[src/rtl/moore_seq_detector.sv]
// Parametrised Moore serial pattern detector with a saturating match counter.
// The next-state table is built by constant functions when the design is elaborated.
module moore_seq_detector #(
  parameter int PATTERN_LEN = 4,
  parameter logic [PATTERN_LEN-1:0] PATTERN = 4'b1011,
  parameter bit OVERLAP = 1'b1,
  parameter int CNT_W = 8,
  localparam int ST_W = $clog2(PATTERN_LEN + 1)
) (
  input  logic             Clock,
  input  logic             Reset,
  input  logic             Signal,
  input  logic             Enable,
  input  logic             Clear,
  output logic             Output,
  output logic [CNT_W-1:0] Match_Count,
  output logic             Count_Sat,
  output logic [ST_W-1:0]  State
);

  localparam int N = PATTERN_LEN;
  localparam logic [31:0] PW = 32'(PATTERN);
  localparam logic [ST_W-1:0] S0 = '0;
  localparam logic [ST_W-1:0] SN = ST_W'(PATTERN_LEN);

  if (PATTERN_LEN < 1 || PATTERN_LEN > 16) begin : g_bad_len
    $error("PATTERN_LEN must be in 1..16");
  end
  if (CNT_W < 1 || CNT_W > 32) begin : g_bad_cnt
    $error("CNT_W must be in 1..32");
  end

  function automatic logic [31:0] low(input logic [31:0] v,
                                      input int j);
    return v & ((32'd1 << j) - 32'd1);
  endfunction

  function automatic int border();
    int best;
    best = 0;
    for (int j = 1; j < N; j++)
      if (low(PW, j) == (PW >> (N - j)))
        best = j;
    return best;
  endfunction

  // Longest pattern prefix that is a suffix of (prefix(base) . b).
  function automatic int step_to(input int k, input logic b);
    int base;
    int best;
    logic [31:0] str;
    if (k >= N)
      base = OVERLAP ? border() : 0;
    else
      base = k;
    str = ((PW >> (N - base)) << 1) | 32'(b);
    best = 0;
    for (int j = 1; j <= N; j++)
      if (j <= base + 1 && low(str, j) == (PW >> (N - j)))
        best = j;
    return best;
  endfunction

  logic [ST_W-1:0] tab0 [2**ST_W];
  logic [ST_W-1:0] tab1 [2**ST_W];
  logic [ST_W-1:0] nxt;

  // Unreachable encodings above S_N recover to S0.
  for (genvar g = 0; g < 2**ST_W; g++) begin : g_tab
    if (g <= N) begin : g_ok
      assign tab0[g] = ST_W'(step_to(g, 1'b0));
      assign tab1[g] = ST_W'(step_to(g, 1'b1));
    end else begin : g_pad
      assign tab0[g] = S0;
      assign tab1[g] = S0;
    end
  end

  assign nxt = Signal ? tab1[State] : tab0[State];

  always_ff @(posedge Clock) begin
    if (Reset || Clear) begin
      State       <= S0;
      Match_Count <= '0;
    end else if (Enable) begin
      State <= nxt;
      if (nxt == SN && !Count_Sat)
        Match_Count <= Match_Count + CNT_W'(1);
    end
  end

  assign Output    = (State == SN);
  assign Count_Sat = &Match_Count;

endmodule

[config.mk]
export PLATFORM = sky130hd
export DESIGN_NAME = moore_seq_detector
export DESIGN_NICKNAME = d
export VERILOG_FILES = /design/src/rtl/moore_seq_detector.sv
export SDC_FILE = /design/constraint.sdc
export NUM_CORES = 1
export LEC_CHECK = 0
export CORE_UTILIZATION = 44
export DETAILED_ROUTE_END_ITERATION = 8
export HOLD_SLACK_MARGIN = 0.02
export PLACE_DENSITY = 0.71
export SETUP_SLACK_MARGIN = 0.2
export SLEW_MARGIN = 25
export SYNTH_ARGS = -nofsm -noshare
export SYNTH_HDL_FRONTEND = slang
export SYNTH_SLANG_ARGS = --single-unit
[constraint.sdc]
create_clock -name Clock -period 3.75 [get_ports Clock]
set_input_delay 0.75 -clock Clock [delete_from_list [all_inputs] [get_ports Clock]]
set_output_delay 0.75 -clock Clock [all_outputs]
set_load 0.05 [all_outputs]
==> reports/qor.csv <==
stage;metric;value;unit
pwr;final total power;0.000215;W
logic_synthesis;Async SR Flop Fraction;0;%
logic_synthesis;top cell type's share of synthesized area;32.6;%
floorplanning;Starting Density;49.5;%
cts;CTS H-tree depth;1;
global_routing;initial antenna violation count;0;
timing;final hold violations;0;
global_routing;first-pass GRT wire length;2370;µm
floorplanning;full die area;1700;µm²
timing;Final Cycle Share;75.1;%
pwr;peak supply drop;0.000177;V
cts;CTS tree;yes;
pwr;P_leak;0.305;nW
timing;Final min period;2.82;ns
logic_synthesis;Synth Area in Compound Gates;20.2;%
cells_and_area;Diodes inserted;0;
logic_synthesis;count of different cell masters after synthesis;37;
global_routing;GR Overflow Total;0;
logic_synthesis;post-synthesis sequential area ratio;32.6;%
logic_synthesis;Synth Area in Adders;1.85;%
placed_design;Port Buffers;17;
pwr;Logic pwr share;6.4;%
drt;1st-iter DRT viols;18;
cts;total CTS buffers;3;
timing;measured slew at the worst slew-check pin;0.520;ns
timing;Clock Skew;0.00755;ns
global_routing;met1 usage;27.7;%
timing;RSZ-0062 raised after global routing;no;
timing;Fmax;355;MHz
cells_and_area;fraction of layout cells with a size suffix above 1;7.45;%
placed_design;gpl congestion;0.761;
pwr;clock power share;38.3;%
logic_synthesis;Yosys warning count;0;
logic_synthesis;Synth area leaders;dfxtp_1, a31oi_1, and3_1;
drt;post-route ant nets;0;
setup_path;CP top delay family;buffers and inverters;
logic_synthesis;mux cell area share after synthesis;2.96;%
global_routing;Top Usage Layer GRT;met2;
floorplanning;Site Rows;13;
worst_hold_path;Hold Crit Class;reg -> reg;
placed_design;post-DP HPWL;1110;µm
cts;Worst-path clk slew;0.06;ns
run_status;outcome;completed;
setup_path;CP cell instances;ha_1, nand3_1, nor2_1, clkdlybuf4s50_1;
logic_synthesis;syn nets;85;
setup_path;Required @ worst endpoint;3.00;ns
logic_synthesis;Yosys top cell by area;dfxtp_1;
setup_path;CP endpoint kind;output pin;
cells_and_area;nets;101;
cts;post-cts sizing count;0;
setup_path;Worst Setup Path Type;reg -> out;
floorplanning;core area;1370;µm²
logic_synthesis;ys flop type;dfxtp_1;
job;MaxCap Viol Count;0;
timing;Final setup viols;0;
global_routing;Tot GR Track Use;21.6;%
floorplanning;Die Wd;41.2;µm
cts;CTS root buffer;clkbuf_4;
drt;Vias;678;
global_routing;number of global-route vias before repair;526;
logic_synthesis;Post-synth EDFFs;0;
drt;WL/cell;14.5;µm
global_routing;largest net degree at the start of global routing;18;
setup_path;CP peak stage delay;0.82;ns
cells_and_area;Fillers;119;
logic_synthesis;synthesized area;676;µm²
cts;hold_buf cts;0;
logic_synthesis;xor and xnor area share after synthesis;0;%
timing;setup TNS;0;ns
pwr;part of the power in registers;55.3;%
cts;Post-CTS Setup Inserts;0;
cells_and_area;area growth from synthesis to layout;28.0;%
cts;clk_lat worst skew;0.27;ns
pwr;NetSw;0.0000497;W
drt;average vias per placed instance;6.22;
timing;relative slew slack;65.3;%
floorplanning;io pins;18;
setup_path;slowest cell on the critical path;clkdlybuf4s50_1;
logic_synthesis;Post-Synthesis Mean Instance Area;8.55;µm²
cts;CTS Buffer Depth;2;
pwr;power density over the cells;248;nW/µm²
cts;clock tree sinks;11;
global_routing;GRT met3 Usage;9.24;%
global_routing;grt met2 use;31.6;%
setup_path;Worst Path Buf+Inv;1;
setup_path;Worst Path Arrival;2.07;ns
pwr;internal power;0.000165;W
timing;Max Transition Viols Final;0;
pwr;Sw Share;23.2;%
logic_synthesis;synthesized flop and latch total;11;
logic_synthesis;dominant combinational cell family by area after synthesis;simple AND/OR/NAND/NOR gates;
drt;DR DRC count;0;
setup_path;crit path launch type;flop;
drt;WL final;1580;µm
logic_synthesis;Cells after Synth;79;
setup_path;Reg2Reg Setup Slack;2.12;ns
logic_synthesis;Synth Area in Simple Gates;38.5;%
drt;DRT Pass-1 Iters;4;
floorplanning;Die Y;41.2;µm
setup_path;worst-path maximum fanout;7;
## flip-flops by register name, summed over array words and instances, names as in the netlist
signal and cells:
Match_Count 8, State 3
## cell usage after synthesis, types with 2 or more instances
library cell	n
nand4b_1	2
nand2_1	4
dfxtp_1	11
o211a_1	2
a31oi_1	5
buf_2	3
mux2i_1	2
nand4_1	3
a211oi_1	4
nor2_1	5
nand3b_1	3
clkbuf_1	2
a21oi_1	3
nand3_1	2
and3_1	5
nor4_1	2
## layout make-up
| cell class | count | area (µm²) | share of cell area [%] |
|---|---|---|---|
| repair buffers | 17 | 170 | 19.7 |
| well taps | 15 | 18.8 | 2.17 |
| clock buffers | 4 | 26.3 | 3.04 |
| flip-flops and latches | 11 | 220 | 25.5 |
| multi-input cells | 62 | 429 | 49.6 |
## stage by stage
step	cells	hold WS (ns)	cell area (µm²)	util, %	setup WS (ns)
2_1_floorplan	79	0.709	676	-	1.03
3_3_place_gp	105	0.502	838	61.4	1.31
3_5_place_dp	105	0.532	838	61.4	1.23
4_1_cts	109	0.543	865	63.3	0.930
5_1_grt	109	0.597	865	63.3	0.758
6_report	109	0.540	865	63.3	0.933
## logic make-up (layout without fill, tap and decap cells)
logic type,after synthesis,count (layout)
and+or+nand+nor,40,40
buffers and inverters,6,21
AOI/OAI and AO/OA,19,19
adders and majority gates,1,1
DFF,11,11
muxes,2,2
## tightest hold or removal path, stage by stage (launching register included)
cell,delay [ns]
dfxtp_1,0.36
nand2_1,0.08
mux2i_1,0.05
## power groups by stage
stage | logic (W) | registers, W | clock network, W
after floorplan | 0.00000636 | 0.000122 | 0
after global placement | 0.0000135 | 0.000121 | 0
after detailed placement | 0.0000136 | 0.000121 | 0
after CTS | 0.0000137 | 0.000119 | 0.0000832
after global routing | 0.0000147 | 0.000119 | 0.0000885
final | 0.0000137 | 0.000119 | 0.0000821
## placed cells by master, fill, tap and decap left out, types with 3 or more instances in the layout
cell type,count
and3_1,5
nand3b_1,3
clkdlybuf4s50_1,17
clkbuf_4,3
a211oi_1,4
nand4_1,3
a21oi_1,3
nor2_1,5
nand2_1,4
dfxtp_1,11
a31oi_1,5
## routing by layer
metal  vias up  wire length, µm
met4         0               10
met3         3               81
met5         -                0
li1        342                -
met2        21              698
met1       312              788
## path summary, 6_finish.rpt
path | from | to | cells after the start
worst min register to register | Match_Count[0] | Match_Count[0] | 2
worst min-delay path | Match_Count[0] | Match_Count[0] | 2
worst max-delay path | Match_Count[1] | Count_Sat | 4
worst max register to register | State[0] | Match_Count[7] | 3
Note: power is estimated with default switching activity, not from simulation.
==> RTL edit (config.mk and constraints unchanged) <==
Put a register stage on the output `Count_Sat`, without a reset. The value now appears one clock later. The other outputs are not delayed to match.
--- a/src/rtl/moore_seq_detector.sv
+++ b/src/rtl/moore_seq_detector.sv
@@ -22,6 +22,8 @@
   localparam logic [31:0] PW = 32'(PATTERN);
   localparam logic [ST_W-1:0] S0 = '0;
   localparam logic [ST_W-1:0] SN = ST_W'(PATTERN_LEN);
+
+  logic Count_Sat_d;
 
   if (PATTERN_LEN < 1 || PATTERN_LEN > 16) begin : g_bad_len
     $error("PATTERN_LEN must be in 1..16");
@@ -84,13 +86,17 @@
       Match_Count <= '0;
     end else if (Enable) begin
       State <= nxt;
-      if (nxt == SN && !Count_Sat)
+      if (nxt == SN && !Count_Sat_d)
         Match_Count <= Match_Count + CNT_W'(1);
     end
   end
 
   assign Output    = (State == SN);
-  assign Count_Sat = &Match_Count;
+  assign Count_Sat_d = &Match_Count;
+
+  always_ff @(posedge Clock) begin
+    Count_Sat <= Count_Sat_d;
+  end
 
 endmodule
 
Function: no difference found for any inputs over 10 cycles, from zero or initial values; that may be too few to reach the edited logic, so the function may still have changed.
==> RTL edit against the original RTL <==
- routed wire length grew 1.1%
- largest cell class unchanged
- setup slack improved by 0.15 ns
- global-route usage fell by 3.0 points
- worst hold slack better by 0.011 ns
- final area up 3.5%
- sequential cell count increased by 1
- highest routed layer unchanged
- total power rose by 16%
- area after synthesis increased by 3.0%
- largest power group unchanged
==> RTL edit: results (changes against the original RTL) <==
* Layout cell share with drive strength beyond 1 at 8.42% (was 7.45%)
* Synth area leaders: dfxtp_1, a31oi_1, and3_1 (unchanged)
* Routability cong. at 0.766 (was 0.761)
* Filler cell count at 107 (was 119)
* Lkg Pwr at 0.319 nW (was 0.305 nW)
* Slew HR at 65.7% (was 65.3%)
* ANT cells at 0 (unchanged)
* CTS Buffer Depth at 2 (unchanged)
* DRT Pass-1 Iters at 3 (was 4)
* Hold Crit Class: flop to flop (unchanged)
* Largest net degree at the start of global routing at 18 (unchanged)
* Final Hold Fails at 0 (unchanged)
* Clk_skew at 0.0123 ns (was 0.00755 ns)
* Initial antenna violation count at 0 (unchanged)
* CP arrival at 1.92 ns (was 2.07 ns)
* Largest register FFs at 8 (unchanged)
* Peak VDD IR at 0.225 mV (was 0.177 mV)
* Clock-pin slew on the worst setup and hold paths at 0.07 ns
* Post-route insts no fill at 110 (was 109)
* Clk_lat worst skew at 0.29 ns (was 0.27 ns)
* CP top delay family: buffers and inverters (unchanged)
* Vias in the first global route at 560 (was 526)
* Top post-synthesis cells by count: dfxtp_1, a31oi_1, and3_1, nor2_1 (unchanged)
* Post-synth ARST share at 0% (unchanged)
* Post CTS Setup Buffer Count at 0 (unchanged)
* Unique masters post-synth at 37 (unchanged)
* HPWL Detailed at 1110 um (about the same)
* Largest registers: Match_Count x8, State x3, Count_Sat x1 (was Match_Count x8, State x3)
* CTS Buf Count at 3 (unchanged)
* H-tree depth at 1 (unchanged)
* Wire per inst at 14.5 um (about the same)
* YS warnings at 0 (unchanged)
* Crit Path Max Fanout at 17 (was 7)
* Critical Path Slowest Stage Cell: clkdlybuf4s50_1 (unchanged)
* Nets at 102 (was 101)
* Total track usage at 18.6% (was 21.6%)
* Post-CTS sizing at 0 (unchanged)
* Worst path max stage delay at 0.85 ns (was 0.82 ns)
* I/O Buffers at 17 (unchanged)
* Clk Tree Root Cell: clkbuf_4 (unchanged)
* First-pass GRT wire length at 2530 um (was 2370 um)
* Status: completed (unchanged)
* Post-synthesis sequential area ratio at 34.5% (was 32.6%)
* Starting DRT DRC Count at 1 (was 18)
* Vias at 675 (was 678)
* Synth Area per Inst at 8.70 um^2 (was 8.55 um^2)
* Mapped Nets at 86 (was 85)
## RTL edit: changes by cell type in the layout (fill, tap and decap cells not counted), sizes merged
cell	before	now
dfxtp	11	12
## RTL edit: metal layers
metal	vias to the layer above	wire, um	global-route usage (%)
met5	-	0	0
met4	0	13	3.87
met3	3	55	6.52
met2	11	733	28.7
met1	315	792	24.9
li1	346	-	-
## RTL edit: tightest hold or removal path, stage by stage, from the launching register on
cell	delay, ns
dfxtp_1	0.37
nand2_1	0.08
mux2i_1	0.06
## RTL edit: metrics by stage
stage	setup WS, ns	instance area, um^2	hold slack [ns]
after floorplan	1.03	696	0.709
after global placement	1.42	858	0.519
after detailed placement	1.38	858	0.532
after CTS	1.08	895	0.545
after global routing	0.982	895	0.592
final	1.08	895	0.552
## RTL edit: power breakdown
part	internal (mW)	switching [mW]
clock network	0.0592	0.0477
logic	0.00648	0.00713
registers	0.128	0.00153
## RTL edit: final timing paths
path,from,endpoint,slack [ns],depth (start not counted)
setup / recovery,State[0],Output,1.08,2
hold / removal,Match_Count[1],Match_Count[1],0.55,2
setup reg to reg,State[0],Match_Count[7],2.18,3
hold reg to reg,Match_Count[1],Match_Count[1],0.55,2
## RTL edit: kinds of logic after synthesis
kind of cell    Yosys count  synth area share, %
fa+ha+maj                 1                 1.80
buf+inv                   6                 3.78
compound gates           19                 19.6
flops                    12                 34.5
simple gates             40                 37.4
mux                       2                 2.88
## RTL edit: layout make-up
cell class / count / area share [%]
Sequential cell: 12 / 26.9
Tap cell: 15 / 2.10
Clock buffer: 4 / 4.06
Timing Repair Buffer: 17 / 19.0
Multi-Input combinational cell: 62 / 48.0
